===== config.mk =====
export PLATFORM = sky130hd
export DESIGN_NAME = btb_update_ctrl_flat
export DESIGN_NICKNAME = d
export VERILOG_FILES = /design/src/rtl/btb_update_ctrl_pkg.sv /design/src/rtl/btb_update_ctrl_if.sv /design/src/rtl/btb_upd_arbiter.sv /design/src/rtl/btb_update_ctrl.sv /design/src/flat_wrapper.sv
export SDC_FILE = /design/constraint.sdc
export NUM_CORES = 1
export LEC_CHECK = 0
export BUFFER_PORTS_ARGS = -buffer_cell sky130_fd_sc_hd__clkbuf_2
export CORE_MARGIN = 2
export CORE_UTILIZATION = 54
export CTS_CLUSTER_SIZE = 40
export DETAILED_ROUTE_END_ITERATION = 7
export PLACE_DENSITY_LB_ADDON = 0.15
export SYNTH_ARGS = -nofsm -noshare
export SYNTH_HDL_FRONTEND = slang
export SYNTH_SLANG_ARGS = --single-unit

===== constraint.sdc =====
create_clock -name clk_i -period 12 [get_ports clk_i]
set_input_delay 1.8 -clock clk_i [delete_from_list [all_inputs] [get_ports clk_i]]
set_output_delay 1.8 -clock clk_i [all_outputs]
set_load 0.02 [all_outputs]

===== src/rtl/btb_update_ctrl_pkg.sv =====
// Shared types and constants for the BTB update controller.
// Contents:
//   - datapath widths and default queue/starvation parameters
//   - controller FSM state encoding
//   - btb_upd_req_t: one queued BTB write (delete flag, pc, word-aligned target)
//   - btb_idx(): BTB index extraction from a PC
package btb_update_ctrl_pkg;

    localparam int XLEN           = 32;
    localparam int OFFSET         = 2;
    localparam int BTB_BITS       = 4;
    localparam int QDEPTH_DEF     = 4;
    localparam int STARVE_MAX_DEF = 3;

    typedef enum logic [0:0] {
        ST_RUN   = 1'b0,
        ST_FLUSH = 1'b1
    } ctrl_state_e;

    // Targets are instruction aligned, so the low OFFSET bits are not stored.
    typedef struct packed {
        logic                     del;
        logic [XLEN-1:0]          pc;
        logic [XLEN-OFFSET-1:0]   target;
    } btb_upd_req_t;

    function automatic logic [BTB_BITS-1:0] btb_idx(input logic [XLEN-1:0] pc);
        return pc[BTB_BITS+OFFSET-1:OFFSET];
    endfunction

endpackage


===== src/rtl/btb_update_ctrl_if.sv =====
// Requester-side bus of the BTB update controller.
// Carries the branch-unit update request and the commit-stage delete
// request together with their combinational accept strobes.
//   master : requester side (drives valid/pc/target, observes ready)
//   slave  : controller side
interface btb_update_ctrl_if;
    import btb_update_ctrl_pkg::*;

    logic            upd_valid;
    logic            upd_ready;
    logic [XLEN-1:0] upd_pc;
    logic [XLEN-1:0] upd_target;
    logic            del_valid;
    logic            del_ready;
    logic [XLEN-1:0] del_pc;

    modport master (
        output upd_valid, upd_pc, upd_target, del_valid, del_pc,
        input  upd_ready, del_ready
    );

    modport slave (
        input  upd_valid, upd_pc, upd_target, del_valid, del_pc,
        output upd_ready, del_ready
    );

endinterface


===== src/rtl/btb_upd_arbiter.sv =====
// Two-way fixed-priority arbiter between update and delete requests.
// Delete normally wins; after STARVE_MAX consecutive update losses the
// update is forced to win once. The grant is only a selection: the parent
// reports through accept_i whether the selected request was really taken.
// Ports:
//   clk_i, rst_i        clock, synchronous active-high reset
//   en_i                arbitration enabled this cycle
//   clear_i             clear the starvation counter (flush)
//   accept_i            selected request was accepted by the queue
//   upd_valid_i/req_i   update request
//   del_valid_i/req_i   delete request
//   grant_upd_o/del_o   selected requester
//   win_req_o           selected request payload
module btb_upd_arbiter
    import btb_update_ctrl_pkg::*;
#(
    parameter int STARVE_MAX = STARVE_MAX_DEF
) (
    input  logic         clk_i,
    input  logic         rst_i,
    input  logic         en_i,
    input  logic         clear_i,
    input  logic         accept_i,
    input  logic         upd_valid_i,
    input  btb_upd_req_t upd_req_i,
    input  logic         del_valid_i,
    input  btb_upd_req_t del_req_i,
    output logic         grant_upd_o,
    output logic         grant_del_o,
    output btb_upd_req_t win_req_o
);

    localparam int              CW    = $clog2(STARVE_MAX + 1);
    localparam logic [CW-1:0]   MAX_C = CW'(STARVE_MAX);

    logic [CW-1:0] starve_q;
    logic [CW-1:0] starve_d;
    logic          starved_s;

    assign starved_s = (starve_q == MAX_C);

    // Grant selection and winning payload.
    always_comb begin
        grant_upd_o = 1'b0;
        grant_del_o = 1'b0;
        win_req_o   = '0;
        if (en_i && upd_valid_i && (!del_valid_i || starved_s)) begin
            grant_upd_o = 1'b1;
            win_req_o   = upd_req_i;
        end else if (en_i && del_valid_i) begin
            grant_del_o = 1'b1;
            win_req_o   = del_req_i;
        end else begin
            win_req_o   = '0;
        end
    end

    // Starvation counter next state: any cycle a valid update is not taken counts as a loss.
    always_comb begin
        starve_d = starve_q;
        if (clear_i) begin
            starve_d = '0;
        end else if (grant_upd_o && accept_i) begin
            starve_d = '0;
        end else if (en_i && upd_valid_i && !starved_s) begin
            starve_d = starve_q + CW'(1);
        end else begin
            starve_d = starve_q;
        end
    end

    // Starvation counter register.
    always_ff @(posedge clk_i) begin
        if (rst_i) begin
            starve_q <= '0;
        end else begin
            starve_q <= starve_d;
        end
    end

endmodule


===== src/rtl/btb_update_ctrl.sv =====
// BTB update controller: arbitrates branch-unit updates and commit-time
// deletes onto the single BTB write port through a small coalescing FIFO,
// and sequences BTB flushes.
// Ports:
//   clk_i, rst_i   clock, synchronous active-high reset
//   flush_i        front-end flush request (pulse)
//   hold_i         stall draining; accepts continue
//   req_if         update/delete requester bus (slave side)
//   btb_valid_o    BTB write strobe
//   btb_del_o      write is an invalidation
//   btb_pc_o       write PC
//   btb_target_o   write target (0 for deletes)
//   btb_flush_o    BTB flush strobe
//   busy_o         queue non-empty
module btb_update_ctrl
    import btb_update_ctrl_pkg::*;
#(
    parameter int QDEPTH     = QDEPTH_DEF,
    parameter int STARVE_MAX = STARVE_MAX_DEF
) (
    input  logic             clk_i,
    input  logic             rst_i,
    input  logic             flush_i,
    input  logic             hold_i,
    btb_update_ctrl_if.slave req_if,
    output logic             btb_valid_o,
    output logic             btb_del_o,
    output logic [XLEN-1:0]  btb_pc_o,
    output logic [XLEN-1:0]  btb_target_o,
    output logic             btb_flush_o,
    output logic             busy_o
);

    localparam int               PTR_W   = $clog2(QDEPTH);
    localparam int               CNT_W   = PTR_W + 1;
    localparam logic [CNT_W-1:0] DEPTH_C = CNT_W'(QDEPTH);

    ctrl_state_e      state_q, state_d;
    logic [PTR_W-1:0] head_q, head_d, tail_q, tail_d;
    logic [CNT_W-1:0] count_q, count_d;
    btb_upd_req_t     mem_q [QDEPTH];

    btb_upd_req_t     upd_req_s, del_req_s, win_req_s, head_req_s;
    logic             grant_upd_s, grant_del_s;
    logic             accept_en_s, drain_s, match_s, accept_s, push_s;
    logic [PTR_W-1:0] match_ptr_s, wr_ptr_s;

    // Requests are only considered in RUN outside a flush request cycle.
    assign accept_en_s = (state_q == ST_RUN) && !flush_i;
    assign drain_s     = accept_en_s && (count_q != '0) && !hold_i;
    assign head_req_s  = mem_q[head_q];

    // Pack the two request sources into queue entries.
    always_comb begin
        upd_req_s        = '0;
        upd_req_s.del    = 1'b0;
        upd_req_s.pc     = req_if.upd_pc;
        upd_req_s.target = req_if.upd_target[XLEN-1:OFFSET];
        del_req_s        = '0;
        del_req_s.del    = 1'b1;
        del_req_s.pc     = req_if.del_pc;
        del_req_s.target = '0;
    end

    btb_upd_arbiter #(
        .STARVE_MAX (STARVE_MAX)
    ) u_arb (
        .clk_i       (clk_i),
        .rst_i       (rst_i),
        .en_i        (accept_en_s),
        .clear_i     (state_q == ST_FLUSH),
        .accept_i    (accept_s),
        .upd_valid_i (req_if.upd_valid),
        .upd_req_i   (upd_req_s),
        .del_valid_i (req_if.del_valid),
        .del_req_i   (del_req_s),
        .grant_upd_o (grant_upd_s),
        .grant_del_o (grant_del_s),
        .win_req_o   (win_req_s)
    );

    // Index CAM over occupied slots; the head leaving this cycle cannot absorb a new request.
    always_comb begin
        logic [PTR_W-1:0] rel;
        match_s     = 1'b0;
        match_ptr_s = '0;
        for (int i = 0; i < QDEPTH; i++) begin
            rel = PTR_W'(i) - head_q;
            if (({1'b0, rel} < count_q) && !(drain_s && (PTR_W'(i) == head_q)) &&
                (btb_idx(mem_q[i].pc) == btb_idx(win_req_s.pc))) begin
                match_s     = 1'b1;
                match_ptr_s = PTR_W'(i);
            end else begin
                match_s     = match_s;
            end
        end
    end

    // A coalescing winner never needs a slot, so it is taken even when full.
    assign accept_s         = (grant_upd_s || grant_del_s) && (match_s || (count_q < DEPTH_C));
    assign push_s           = accept_s && !match_s;
    assign wr_ptr_s         = match_s ? match_ptr_s : tail_q;
    assign req_if.upd_ready = grant_upd_s && accept_s;
    assign req_if.del_ready = grant_del_s && accept_s;

    // FSM and queue pointer next state; a flush request held in FLUSH keeps it there.
    always_comb begin
        state_d = state_q;
        head_d  = head_q;
        tail_d  = tail_q;
        count_d = count_q;
        case (state_q)
            ST_RUN: begin
                state_d = flush_i ? ST_FLUSH : ST_RUN;
                head_d  = head_q + PTR_W'(drain_s);
                tail_d  = tail_q + PTR_W'(push_s);
                count_d = count_q + CNT_W'(push_s) - CNT_W'(drain_s);
            end
            ST_FLUSH: begin
                state_d = flush_i ? ST_FLUSH : ST_RUN;
                head_d  = '0;
                tail_d  = '0;
                count_d = '0;
            end
            default: begin
                state_d = ST_RUN;
                head_d  = '0;
                tail_d  = '0;
                count_d = '0;
            end
        endcase
    end

    // State and pointer registers.
    always_ff @(posedge clk_i) begin
        if (rst_i) begin
            state_q <= ST_RUN;
            head_q  <= '0;
            tail_q  <= '0;
            count_q <= '0;
        end else begin
            state_q <= state_d;
            head_q  <= head_d;
            tail_q  <= tail_d;
            count_q <= count_d;
        end
    end

    // Queue storage: append at tail or overwrite the matching entry in place.
    always_ff @(posedge clk_i) begin
        if (rst_i) begin
            for (int i = 0; i < QDEPTH; i++) begin
                mem_q[i] <= '0;
            end
        end else if (accept_s) begin
            mem_q[wr_ptr_s] <= win_req_s;
        end else begin
            mem_q[wr_ptr_s] <= mem_q[wr_ptr_s];
        end
    end

    // BTB write port driven from the head entry; fields are zero when idle.
    always_comb begin
        btb_valid_o  = drain_s;
        btb_del_o    = 1'b0;
        btb_pc_o     = '0;
        btb_target_o = '0;
        if (drain_s) begin
            btb_del_o    = head_req_s.del;
            btb_pc_o     = head_req_s.pc;
            btb_target_o = {head_req_s.target, {OFFSET{1'b0}}};
        end else begin
            btb_del_o    = 1'b0;
        end
    end

    assign btb_flush_o = (state_q == ST_FLUSH);
    assign busy_o      = (count_q != '0);

endmodule


===== src/flat_wrapper.sv =====
// flat-port wrapper written by rule: the top's interface ports become plain ports
module btb_update_ctrl_flat import btb_update_ctrl_pkg::*;
#(
    parameter int QDEPTH     = QDEPTH_DEF,
    parameter int STARVE_MAX = STARVE_MAX_DEF
)
  (clk_i, rst_i, flush_i, hold_i, btb_valid_o, btb_del_o, btb_pc_o, btb_target_o, btb_flush_o, busy_o, req_if_upd_valid, req_if_upd_pc, req_if_upd_target, req_if_del_valid, req_if_del_pc, req_if_upd_ready, req_if_del_ready);
  btb_update_ctrl_if req_if_i ();
  input  logic clk_i;
  input  logic rst_i;
  input  logic flush_i;
  input  logic hold_i;
  output logic btb_valid_o;
  output logic btb_del_o;
  output logic [XLEN-1:0] btb_pc_o;
  output logic [XLEN-1:0] btb_target_o;
  output logic btb_flush_o;
  output logic busy_o;
  input wire logic [$bits(req_if_i.upd_valid)-1:0] req_if_upd_valid;
  input wire logic [$bits(req_if_i.upd_pc)-1:0] req_if_upd_pc;
  input wire logic [$bits(req_if_i.upd_target)-1:0] req_if_upd_target;
  input wire logic [$bits(req_if_i.del_valid)-1:0] req_if_del_valid;
  input wire logic [$bits(req_if_i.del_pc)-1:0] req_if_del_pc;
  output wire logic [$bits(req_if_i.upd_ready)-1:0] req_if_upd_ready;
  output wire logic [$bits(req_if_i.del_ready)-1:0] req_if_del_ready;
  assign req_if_i.upd_valid = req_if_upd_valid;
  assign req_if_i.upd_pc = req_if_upd_pc;
  assign req_if_i.upd_target = req_if_upd_target;
  assign req_if_i.del_valid = req_if_del_valid;
  assign req_if_i.del_pc = req_if_del_pc;
  assign req_if_upd_ready = req_if_i.upd_ready;
  assign req_if_del_ready = req_if_i.del_ready;
  btb_update_ctrl #(.QDEPTH(QDEPTH), .STARVE_MAX(STARVE_MAX)) u_core (.clk_i(clk_i), .rst_i(rst_i), .flush_i(flush_i), .hold_i(hold_i), .req_if(req_if_i), .btb_valid_o(btb_valid_o), .btb_del_o(btb_del_o), .btb_pc_o(btb_pc_o), .btb_target_o(btb_target_o), .btb_flush_o(btb_flush_o), .busy_o(busy_o));
endmodule

==> results of run 1 <==
[area by class of cell]
type | count | area share [%]
timing repair buffer | 183 | 6.536
multi-input combinational | 565 | 30.21
inverter | 42 | 1.078
clock buffer | 34 | 5.090
tap | 319 | 2.729
clock inverter | 16 | 1.181
sequential | 262 | 53.16
antenna | 1 | 0.01711
[metrics by stage]
stage	total power [W]	hold WS (ns)	cells	worst slack, ns
finish	0.002222	0.5111	1422	5.271
global route	0.002294	0.5137	1421	4.814
CTS	0.002231	0.5042	1421	5.247
detailed placement	0.001380	0.4897	1371	4.694
global placement	0.001375	0.4961	1371	4.834
floorplan	0.001279	0.4745	954	3.208
[logic make-up after synthesis]
family / count (synthesis)
AO/OA/AOI/OAI: 91
XOR/XNOR: 14
adder cells (fa/ha/maj): 14
buffers and inverters: 127
flip-flops: 262
multiplexers: 63
other: 1
AND/OR/NAND/NOR: 381
[worst register-to-register path, cell delays in order, from the launching register on]
cell	delay (ns)
dfxtp_4	0.67
inv_1	0.14
ha_1	0.34
ha_1	0.28
a21oi_1	0.14
nor2_1	0.05
a2111oi_0	0.66
a31oi_1	0.17
o21ai_0	0.44
nand3_4	0.79
o21ai_4	1.13
buf_4	0.70
[synth_stat cells, types with 2 or more instances]
library cell and count:
a2111oi_0 2, and3_1 33, nand2_1 11, clkbuf_1 50
nor2_1 79, a21o_1 2, nor4_1 3, ha_1 13
buf_2 13, or4_1 2, buf_1 9, a211oi_1 2
inv_1 41, buf_4 13, nand3_1 10, edfxtp_1 252
and2_1 100, o211ai_1 31, xnor2_1 12, nand4_1 2
o21ai_0 6, nor3b_2 2, xor2_1 2, mux4_2 63
nand2b_1 2, nor3_1 128, a21oi_1 38, dfxtp_1 10
[how the worst min path moves through the flow]
| stage | startpoint | to | slack [ns] | depth (start not counted) |
|---|---|---|---|---|
| 2_1_floorplan | u_core.u_arb.starve_q[1] | u_core.u_arb.starve_q[1] | 0.47 | 2 |
| 3_3_place_gp | u_core.u_arb.starve_q[1] | u_core.u_arb.starve_q[1] | 0.50 | 2 |
| 3_5_place_dp | u_core.u_arb.starve_q[1] | u_core.u_arb.starve_q[1] | 0.49 | 2 |
| 4_1_cts | u_core.u_arb.starve_q[1] | u_core.u_arb.starve_q[1] | 0.50 | 2 |
| 5_1_grt | u_core.u_arb.starve_q[1] | u_core.u_arb.starve_q[1] | 0.51 | 2 |
| 6_report | u_core.u_arb.starve_q[1] | u_core.u_arb.starve_q[1] | 0.51 | 2 |
[per-layer routing]
metal | share of wire (%) | up-vias | GRT usage [%]
li1 | - | 3829 | -
met1 | 42 | 4117 | 33.70
met2 | 50 | 304 | 42.77
met3 | 6.2 | 42 | 3.387
met4 | 1.8 | 0 | 5.108
met5 | 0 | - | 0
[sequential cells by signal, indices dropped and copies added (netlist names)]
| name | cells |
|---|---|
| u_core.count_q | 3 |
| u_core.tail_q | 2 |
| u_core.mem_q | 252 |
| u_core.u_arb.starve_q | 2 |
| u_core.btb_flush_o | 1 |
| u_core.head_q | 2 |
[power by group through the flow]
stage	clock network, W	logic [W]	registers, W
floorplan	0	0.000192	0.00109
global placement	0	0.000285	0.00109
detailed placement	0	0.000287	0.00109
CTS	0.000869	0.000289	0.00107
global route	0.000906	0.000310	0.00108
finish	0.000863	0.000286	0.00107
==> key figures, run 1 <==
GRT
  • Initial antenna violation count: 1
  • Vias in the first global route: 8290
  • Grt ovf: 0
  • Pin count of the biggest net entering global routing: 110
  • Total GRT Usage: 24.66%
  • First-pass GRT wire length: 46110 um

Worst setup path
  • Buffer and inverter count on the worst path: 4
  • Crit path to: req_if_upd_ready
  • Critical path peak fanout: 34
  • Cell family contributing the most delay on the critical path: simple AND/OR/NAND/NOR gates
  • CP required: 10.20 ns
  • Critical path type: input port to output port
  • Max stage delay cell, worst path: a2111oi_0
  • R2R setup slack: 6.12 ns
  • Critical Path End Type: output port
  • Worst-path cell chain: clkbuf_2 -> nor3b_4 -> buf_4 -> nand3_1 -> and3_1 -> a2111oi_0 -> and3_1 -> or4_1 -> buf_4 -> nor2_1 -> nor2_1 -> clkbuf_2
  • Worst r2r dst: u_core.mem_q[2][26]
  • Crit path launch: flush_i
  • Reg2Reg Depth: 11
  • FF-to-FF Start: u_core.head_q[0]
  • CP startpoint kind: input port
  • CP max stage delay: 0.56 ns
  • Worst path depth: 12
  • CP arrival: 4.93 ns

Clocking
  • # Post-CTS Setup Buffers: 0
  • # hold bufs at CTS: 0
  • Root Buffer: clkbuf_16
  • CTS tree: built
  • Max Root-Sink Buffers: 3
  • CTS Buf Count: 28
  • H-tree depth: 1
  • PostCTS Resize Cnt: 0
  • Later-pin clock latency in the skew report: 0.53 ns
  • Clk sink count: 262
  • Worst-path clk slew: 0.06 ns

Die
  • Die W: 157.1 um
  • Io pins: 172
  • Die height: 157.1 um
  • Core ar.: 23260 sq um
  • Row count: 56
  • Die area: 24670 sq um
  • Starting density of the core: 54.38%

Logic synthesis
  • Flops & latches, synth: 262
  • Top cell type's share of synthesized area: 59.82%
  • Post-synth ARST share: 0%
  • Ranking of synthesized cells by area: edfxtp_1, mux4_2, nor3_1
  • Synth warnings: 0
  • EDFF count, synth: 252
  • Area fraction in compound gates after synthesis: 4.718%
  • Dominant cell type by area after synthesis: edfxtp_1
  • Main synth FF type: edfxtp_1
  • Syn_area_per_cell: 13.27 sq um
  • Mux contribution to synthesized area: 11.22%
  • Main combinational cell family by area after synthesis: simple AND/OR/NAND/NOR gates
  • Gate Count Post-Synth: 953
  • Simple-gate share of the synthesized area: 15.93%
  • Synth unique cells: 50
  • Post-Synth Adder-Cell Area: 1.444%
  • Synth Area in XOR/XNOR: 0.9693%
  • Syn Std Cell Area: 12650 sq um
  • Register area share after synthesis: 61.40%

STA
  • Min Tclk post-route: 6.730 ns
  • Fmax: 148.6 MHz
  • Final Hold Fails: 0
  • Worst Skew: 0.008114 ns
  • RSZ-0062 raised after global routing: false
  • Final setup TNS: 0 ns
  • Worst Max-Slew Pin Slew: 1.193 ns
  • Setup violations, final: 0
  • Slew Viols, Final: 0
  • Final period utilization: 56.08%
  • Max transition margin: 20.46%

Final layout
  • Share of layout cells above drive strength 1: 27.31%
  • Synth-to-layout area growth: 15.62%
  • Commonest non-fill, non-tap cell in the layout: edfxtp_1
  • Register area: 7775 sq um
  • Commonest cells after routing, fill and taps aside: edfxtp_1, clkbuf_2, nor3_1
  • Multi-input logic area: 4418 sq um
  • Layout Nets: 1198
  • Design Area, Final: 14630 sq um
  • Layout fillers: 1848
  • Final core occ: 62.87%

Place
  • Placed Instance Area: 13710 sq um
  • Port Buffers: 167
  • Final estimated routing congestion in global placement: 0.8080
  • HPWL Detailed: 16720 um

Routing
  • Vias/cell: 5.831
  • TritonRoute pass-1 iters: 5
  • Post-DRT Antenna Nets: 0
  • DR WL/cell: 21.01 um
  • Vias after detailed routing: 8292
  • Routed WL: 29880 um
  • Initial DRC Count: 530
  • # DRC: 0

Run
  • Max-cap violations: 0

Pwr
  • Leak: 5.558 nW
  • Clk pwr share: 38.8%
  • NetSw: 0.0005591 W
  • Pint: 0.001663 W
  • Peak supply drop: 0.09826 mV
  • Seq pwr share: 48.3%
  • Logic gate share of total power: 12.9%
  • Sw Ratio: 25.16%
  • PwrDens: 151.9 nW/um^2

Run status
  • Status: finished clean

Min path
  • Hold Path Class: flip-flop to flip-flop
(Power assumes the default switching activity.)
==> run 2, diff against run 1 <==
- ABC_AREA: not set -> 1
- clock period: 12 -> 6.37 ns (I/O delays scaled with it)
==> key figures, run 2 <==
Logic synthesis
  • Synth warnings: 0
  • Syn_area_per_cell: 9.446 sq um
  • Post-synth ARST share: 0%
  • Gate Count Post-Synth: 1332
  • Syn Std Cell Area: 12580 sq um
  • Main synth FF type: edfxtp_1
  • Synth unique cells: 32
  • Top cells by count, synth: nor2_1, edfxtp_1, o21ai_0, nand2_1, inv_1
  • Ranking of synthesized cells by area: edfxtp_1, nor2_1, o21ai_0
  • Flops & latches, synth: 262
  • Register area share after synthesis: 61.73%
  • Top cell type's share of synthesized area: 60.14%
  • Dominant cell type by area after synthesis: edfxtp_1
  • Most common cell in the netlist: nor2_1
  • EDFF count, synth: 252

GRT
  • Total GRT Usage: 26.14%
  • Pin count of the biggest net entering global routing: 123
  • Vias in the first global route: 9472
  • First-pass GRT wire length: 49620 um
  • Grt ovf: 0
  • Initial antenna violation count: 0

Worst setup path
  • CP required: 5.41 ns
  • Cell family contributing the most delay on the critical path: simple AND/OR/NAND/NOR gates
  • CP max stage delay: 0.58 ns
  • Critical path peak fanout: 33
  • Crit path launch: u_core.head_q[0]
  • Critical Path End Type: output port
  • Buffer and inverter count on the worst path: 3
  • Worst-path cell chain: clkinv_2 -> ha_1 -> inv_1 -> ha_1 -> nand2_1 -> nand2_1 -> nand2_1 -> nand2_1 -> nand3b_1 -> nor2_1 -> nand2_1 -> nand2_1 -> nor2_2 -> nand2_4 -> nand2_1 -> nor2_1 -> clkbuf_2
  • Max stage delay cell, worst path: dfxtp_4
  • FF-to-FF Start: u_core.head_q[0]
  • CP arrival: 3.71 ns
  • Cell repeated most along the worst path: nand2_1
  • CP startpoint kind: flip-flop
  • Critical path type: flip-flop to output port

Clocking
  • H-tree depth: 1
  • CTS Buf Count: 27
  • PostCTS Resize Cnt: 0
  • Later-pin clock latency in the skew report: 0.52 ns
  • # Post-CTS Setup Buffers: 0
  • # hold bufs at CTS: 0
  • CTS tree: built
  • Root Buffer: clkbuf_16
  • Max Root-Sink Buffers: 3
  • Clk sink count: 262
  • Worst-path clk slew: 0.06 ns

Die
  • Die W: 156.6 um
  • Die height: 156.6 um
  • Die area: 24540 sq um
  • Row count: 55
  • Io pins: 172
  • Core ar.: 22780 sq um
  • Starting density of the core: 55.24%

Routing
  • DR WL/cell: 17.77 um
  • Initial DRC Count: 884
  • # DRC: 0
  • Vias after detailed routing: 9780
  • Post-DRT Antenna Nets: 0
  • TritonRoute pass-1 iters: 5
  • Vias/cell: 5.455
  • Routed WL: 31860 um

STA
  • Hold WS: 0.5332 ns
  • Slew Viols, Final: 0
  • Worst Skew: 0.01168 ns
  • Worst Max-Slew Pin Slew: 1.178 ns
  • Min Tclk post-route: 4.664 ns
  • RSZ-0062 raised after global routing: false
  • Fmax: 214.4 MHz
  • Max transition margin: 21.48%
  • Final setup TNS: 0 ns
  • Final Hold Fails: 0
  • PnR worst setup slack: 1.706 ns
  • Final period utilization: 73.22%
  • Setup violations, final: 0

Pwr
  • Peak supply drop: 0.1930 mV
  • Clk pwr share: 36.9%
  • Seq pwr share: 51.6%
  • PwrDens: 270.0 nW/um^2
  • Logic gate share of total power: 11.4%
  • Pint: 0.002915 W
  • Sw Ratio: 25.07%
  • NetSw: 0.0009755 W
  • Leak: 5.677 nW

Place
  • Port Buffers: 167
  • Dpl ws: 1.596 ns
  • Placed Instance Area: 13610 sq um
  • Final estimated routing congestion in global placement: 0.8391
  • HPWL Detailed: 16940 um

Final layout
  • Design Area, Final: 14410 sq um
  • Commonest cells after routing, fill and taps aside: nor2_1, edfxtp_1, clkbuf_2
  • Commonest non-fill, non-tap cell in the layout: nor2_1
  • Layout Nets: 1575
  • Final core occ: 63.26%
  • Register area: 7772 sq um
  • Largest Register: u_core.mem_q
  • Share of layout cells above drive strength 1: 16.70%
  • Multi-input logic area: 4146 sq um
  • Layout fillers: 1922
  • Synth-to-layout area growth: 14.53%
  • Largest register FFs: 252
  • Biggest regs: u_core.mem_q x252, u_core.count_q x3

Min path
  • Hold path start: u_core.tail_q[1]
  • Hold Path Class: flip-flop to flip-flop

Run
  • Max-cap violations: 0

Run status
  • Status: finished clean
==> run 2: cell types whose count changed after synthesis, moves of 27 or more <==
cell,before,now
nor2_1,79,477
and2_1,100,1
nor3_1,128,4
o211ai_1,31,0
mux4_2,63,0
inv_1,41,85
a22oi_1,0,28
and3_1,33,0
nand4_1,2,33
o21ai_0,6,123
a21oi_1,38,65
nand2_1,11,90
==> run 2: cell type report <==
class	count	share of cell area (%)
antenna	1	0.01737
clock buffer	35	4.897
clock inverter	14	0.6078
inverter	89	2.327
multi-input combinational	896	28.77
sequential	262	53.94
tap	313	2.718
timing repair buffer	183	6.720
==> run 2: cell families after synthesis <==
kind of cell,share of synthesized area (%)
AO/OA/AOI/OAI,9.427
XOR/XNOR,0.2785
adder cells (fa/ha/maj),1.452
buffers and inverters,5.619
flip-flops,61.73
multiplexers,0.07956
other,0.02980
AND/OR/NAND/NOR,21.38
==> run 2: per-layer routing <==
metal	vias to the layer above	GRT usage (%)	share of wire [%]
li1	4739	-	-
met1	4646	34.93	42
met2	354	45.94	50
met3	41	3.323	7.1
met4	0	5.854	1.6
met5	-	0	0
==> run 2: tightest hold or removal path: cells and delay by family (launching register included) <==
| kind | cells | cell delay (ns) |
|---|---|---|
| flops | 1 | 0.32 |
| xor+xnor | 1 | 0.13 |
| simple gates | 1 | 0.04 |
==> run 2: path summary, 6_finish.rpt <==
kind	slack [ns]	depth (start not counted)	endpoint
hold / removal	0.53	2	u_core.tail_q[1]
setup reg to reg	1.87	20	u_core.mem_q[2][48]
hold reg to reg	0.53	2	u_core.tail_q[1]
setup / recovery	1.71	17	req_if_del_ready
==> run 2: per-stage QoR <==
stage	cells	power, W
after floorplan	1333	0.002331
after global placement	1743	0.002480
after detailed placement	1743	0.002489
after CTS	1792	0.003906
after global routing	1792	0.004024
final	1793	0.003891
==> run 2: power by group through the flow <==
stage / logic (W) / clock network (W) / registers (W)
after detailed placement: 0.000445 / 0 / 0.00204
final: 0.000445 / 0.00144 / 0.00201
after global placement: 0.000439 / 0 / 0.00204
after CTS: 0.000448 / 0.00145 / 0.00201
after global routing: 0.000497 / 0.00151 / 0.00202
after floorplan: 0.000292 / 0 / 0.00204
==> run 3, diff against run 2 <==
- clock period: 6.37 -> 4.7 ns (I/O delays scaled with it)
==> key figures, run 3 (synthesis gave the netlist of run 2 again) <==
Clocking
  • H-tree depth: 1
  • Worst-path clk slew: 0.06 ns
  • CTS Buf Count: 27
  • Clk sink count: 262
  • Root Buffer: clkbuf_16
  • CTS tree: built
  • Max Root-Sink Buffers: 3
  • PostCTS Resize Cnt: 0
  • # Post-CTS Setup Buffers: 0
  • Later-pin clock latency in the skew report: 0.53 ns
  • # hold bufs at CTS: 0

Place
  • Port Buffers: 167
  • HPWL Detailed: 17550 um
  • Final estimated routing congestion in global placement: 0.8679
  • Placed Instance Area: 13710 sq um

STA
  • Slew Viols, Final: 0
  • Setup violations, final: 0
  • Final period utilization: 84.21%
  • Hold WS: 0.3597 ns
  • Final setup TNS: 0 ns
  • RSZ-0062 raised after global routing: false
  • Worst Max-Slew Pin Slew: 1.075 ns
  • Final Hold Fails: 0
  • Max transition margin: 28.36%
  • Worst Skew: 0.007335 ns
  • Min Tclk post-route: 3.958 ns
  • Fmax: 252.7 MHz

Final layout
  • Design Area, Final: 14480 sq um
  • Synth-to-layout area growth: 15.09%
  • Commonest cells after routing, fill and taps aside: nor2_1, edfxtp_1, clkbuf_2
  • Biggest regs: u_core.mem_q x252, u_core.count_q x3
  • Layout fillers: 1869
  • Commonest non-fill, non-tap cell in the layout: nor2_1
  • Share of layout cells above drive strength 1: 17.43%
  • Ant diodes: 0
  • Largest register FFs: 252
  • Largest Register: u_core.mem_q
  • Layout Nets: 1583

Run
  • Max-cap violations: 0

Routing
  • Post-DRT Antenna Nets: 0
  • TritonRoute pass-1 iters: 6
  • Vias/cell: 5.484
  • # DRC: 0
  • Routed WL: 32190 um
  • Vias after detailed routing: 9866
  • DR WL/cell: 17.90 um
  • Initial DRC Count: 596

Pwr
  • Pint: 0.003895 W
  • Logic gate share of total power: 11.8%
  • NetSw: 0.001339 W
  • PwrDens: 361.5 nW/um^2
  • Peak supply drop: 0.3498 mV
  • Sw Ratio: 25.58%
  • Leak: 5.725 nW
  • Seq pwr share: 51.9%
  • Total chip power: 0.005234 W
  • Clk pwr share: 36.2%

Worst setup path
  • CP startpoint kind: flip-flop
  • CP arrival: 3.25 ns
  • Critical Path End Type: output port
  • Critical path peak fanout: 69
  • CP required: 3.99 ns
  • Critical path type: flip-flop to output port

Die
  • Starting density of the core: 55.24%
  • Die W: 156.6 um
  • Die height: 156.6 um
  • Io pins: 172
  • Die area: 24540 sq um
  • Core ar.: 22780 sq um
  • Row count: 55

GRT
  • Pin count of the biggest net entering global routing: 109
  • First-pass GRT wire length: 49880 um
  • Total GRT Usage: 26.33%
  • Vias in the first global route: 9527
  • Initial antenna violation count: 1
  • Grt ovf: 0

Min path
  • Hold Path Class: input port to flip-flop

Run status
  • Status: finished clean
## run 3: cell count changes in the layout (fill, tap and decap cells not counted)
cell        before  now
buf_4           15   20
clkbuf_1         8    3
clkinv_2         4    9
clkinvlp_4       0    1
diode_2          1    0
bufinv_16        1    0
buf_12           1    4
inv_6            1    0
## run 3: critical path, cell delays in order (launching register included)
cell      delay [ns]
dfxtp_4         0.35
buf_4           0.60
buf_4           0.73
nor2_1          0.11
nor2_1          0.11
o21ai_0         0.10
a21oi_1         0.38
clkbuf_2        0.24
## run 3: power groups by stage
stage	clock network [W]	registers (W)	logic [W]
CTS	0.00191	0.00272	0.000624
detailed placement	0	0.00277	0.000621
finish	0.00190	0.00272	0.000620
global route	0.00200	0.00273	0.000691
floorplan	0	0.00276	0.000396
global placement	0	0.00276	0.000611
## run 3: final timing paths
check,from,end,slack [ns],depth (start not counted)
worst max-delay path,u_core.head_q[0],btb_pc_o[0],0.74,7
worst max register to register,u_core.head_q[1],u_core.mem_q[0][9],1.05,17
worst min register to register,u_core.tail_q[1],u_core.tail_q[1],0.52,2
worst min-delay path,rst_i,u_core.btb_flush_o,0.36,2
## run 3: final cells by class
cell class	instances	area [sq um]	area share [%]
clock buffers	30	686.9	4.744
clock inverters	18	81.33	0.5617
inverters	89	335.3	2.316
multi-input cells	896	4146	28.64
flip-flops and latches	262	7772	53.68
well taps	313	391.6	2.705
repair buffers	191	1066	7.362
## run 3: routing by layer
| metal | routed length [um] | share of wire (%) | GRT usage, % | vias up |
|---|---|---|---|---|
| li1 | - | - | - | 4743 |
| met1 | 13450 | 42 | 35.56 | 4704 |
| met2 | 15980 | 50 | 45.19 | 377 |
| met3 | 2270 | 7.1 | 3.268 | 40 |
| met4 | 481 | 1.5 | 7.296 | 2 |
| met5 | 7 | 0.022 | 0 | - |
## run 3: metrics by stage
step	std cells	setup slack, ns	utilization [%]
floorplan	1333	0.2669	-
global placement	1751	0.9964	60.20
detailed placement	1751	0.9369	60.20
CTS	1799	0.7726	63.57
global route	1799	0.6004	63.57
finish	1799	0.7422	63.57
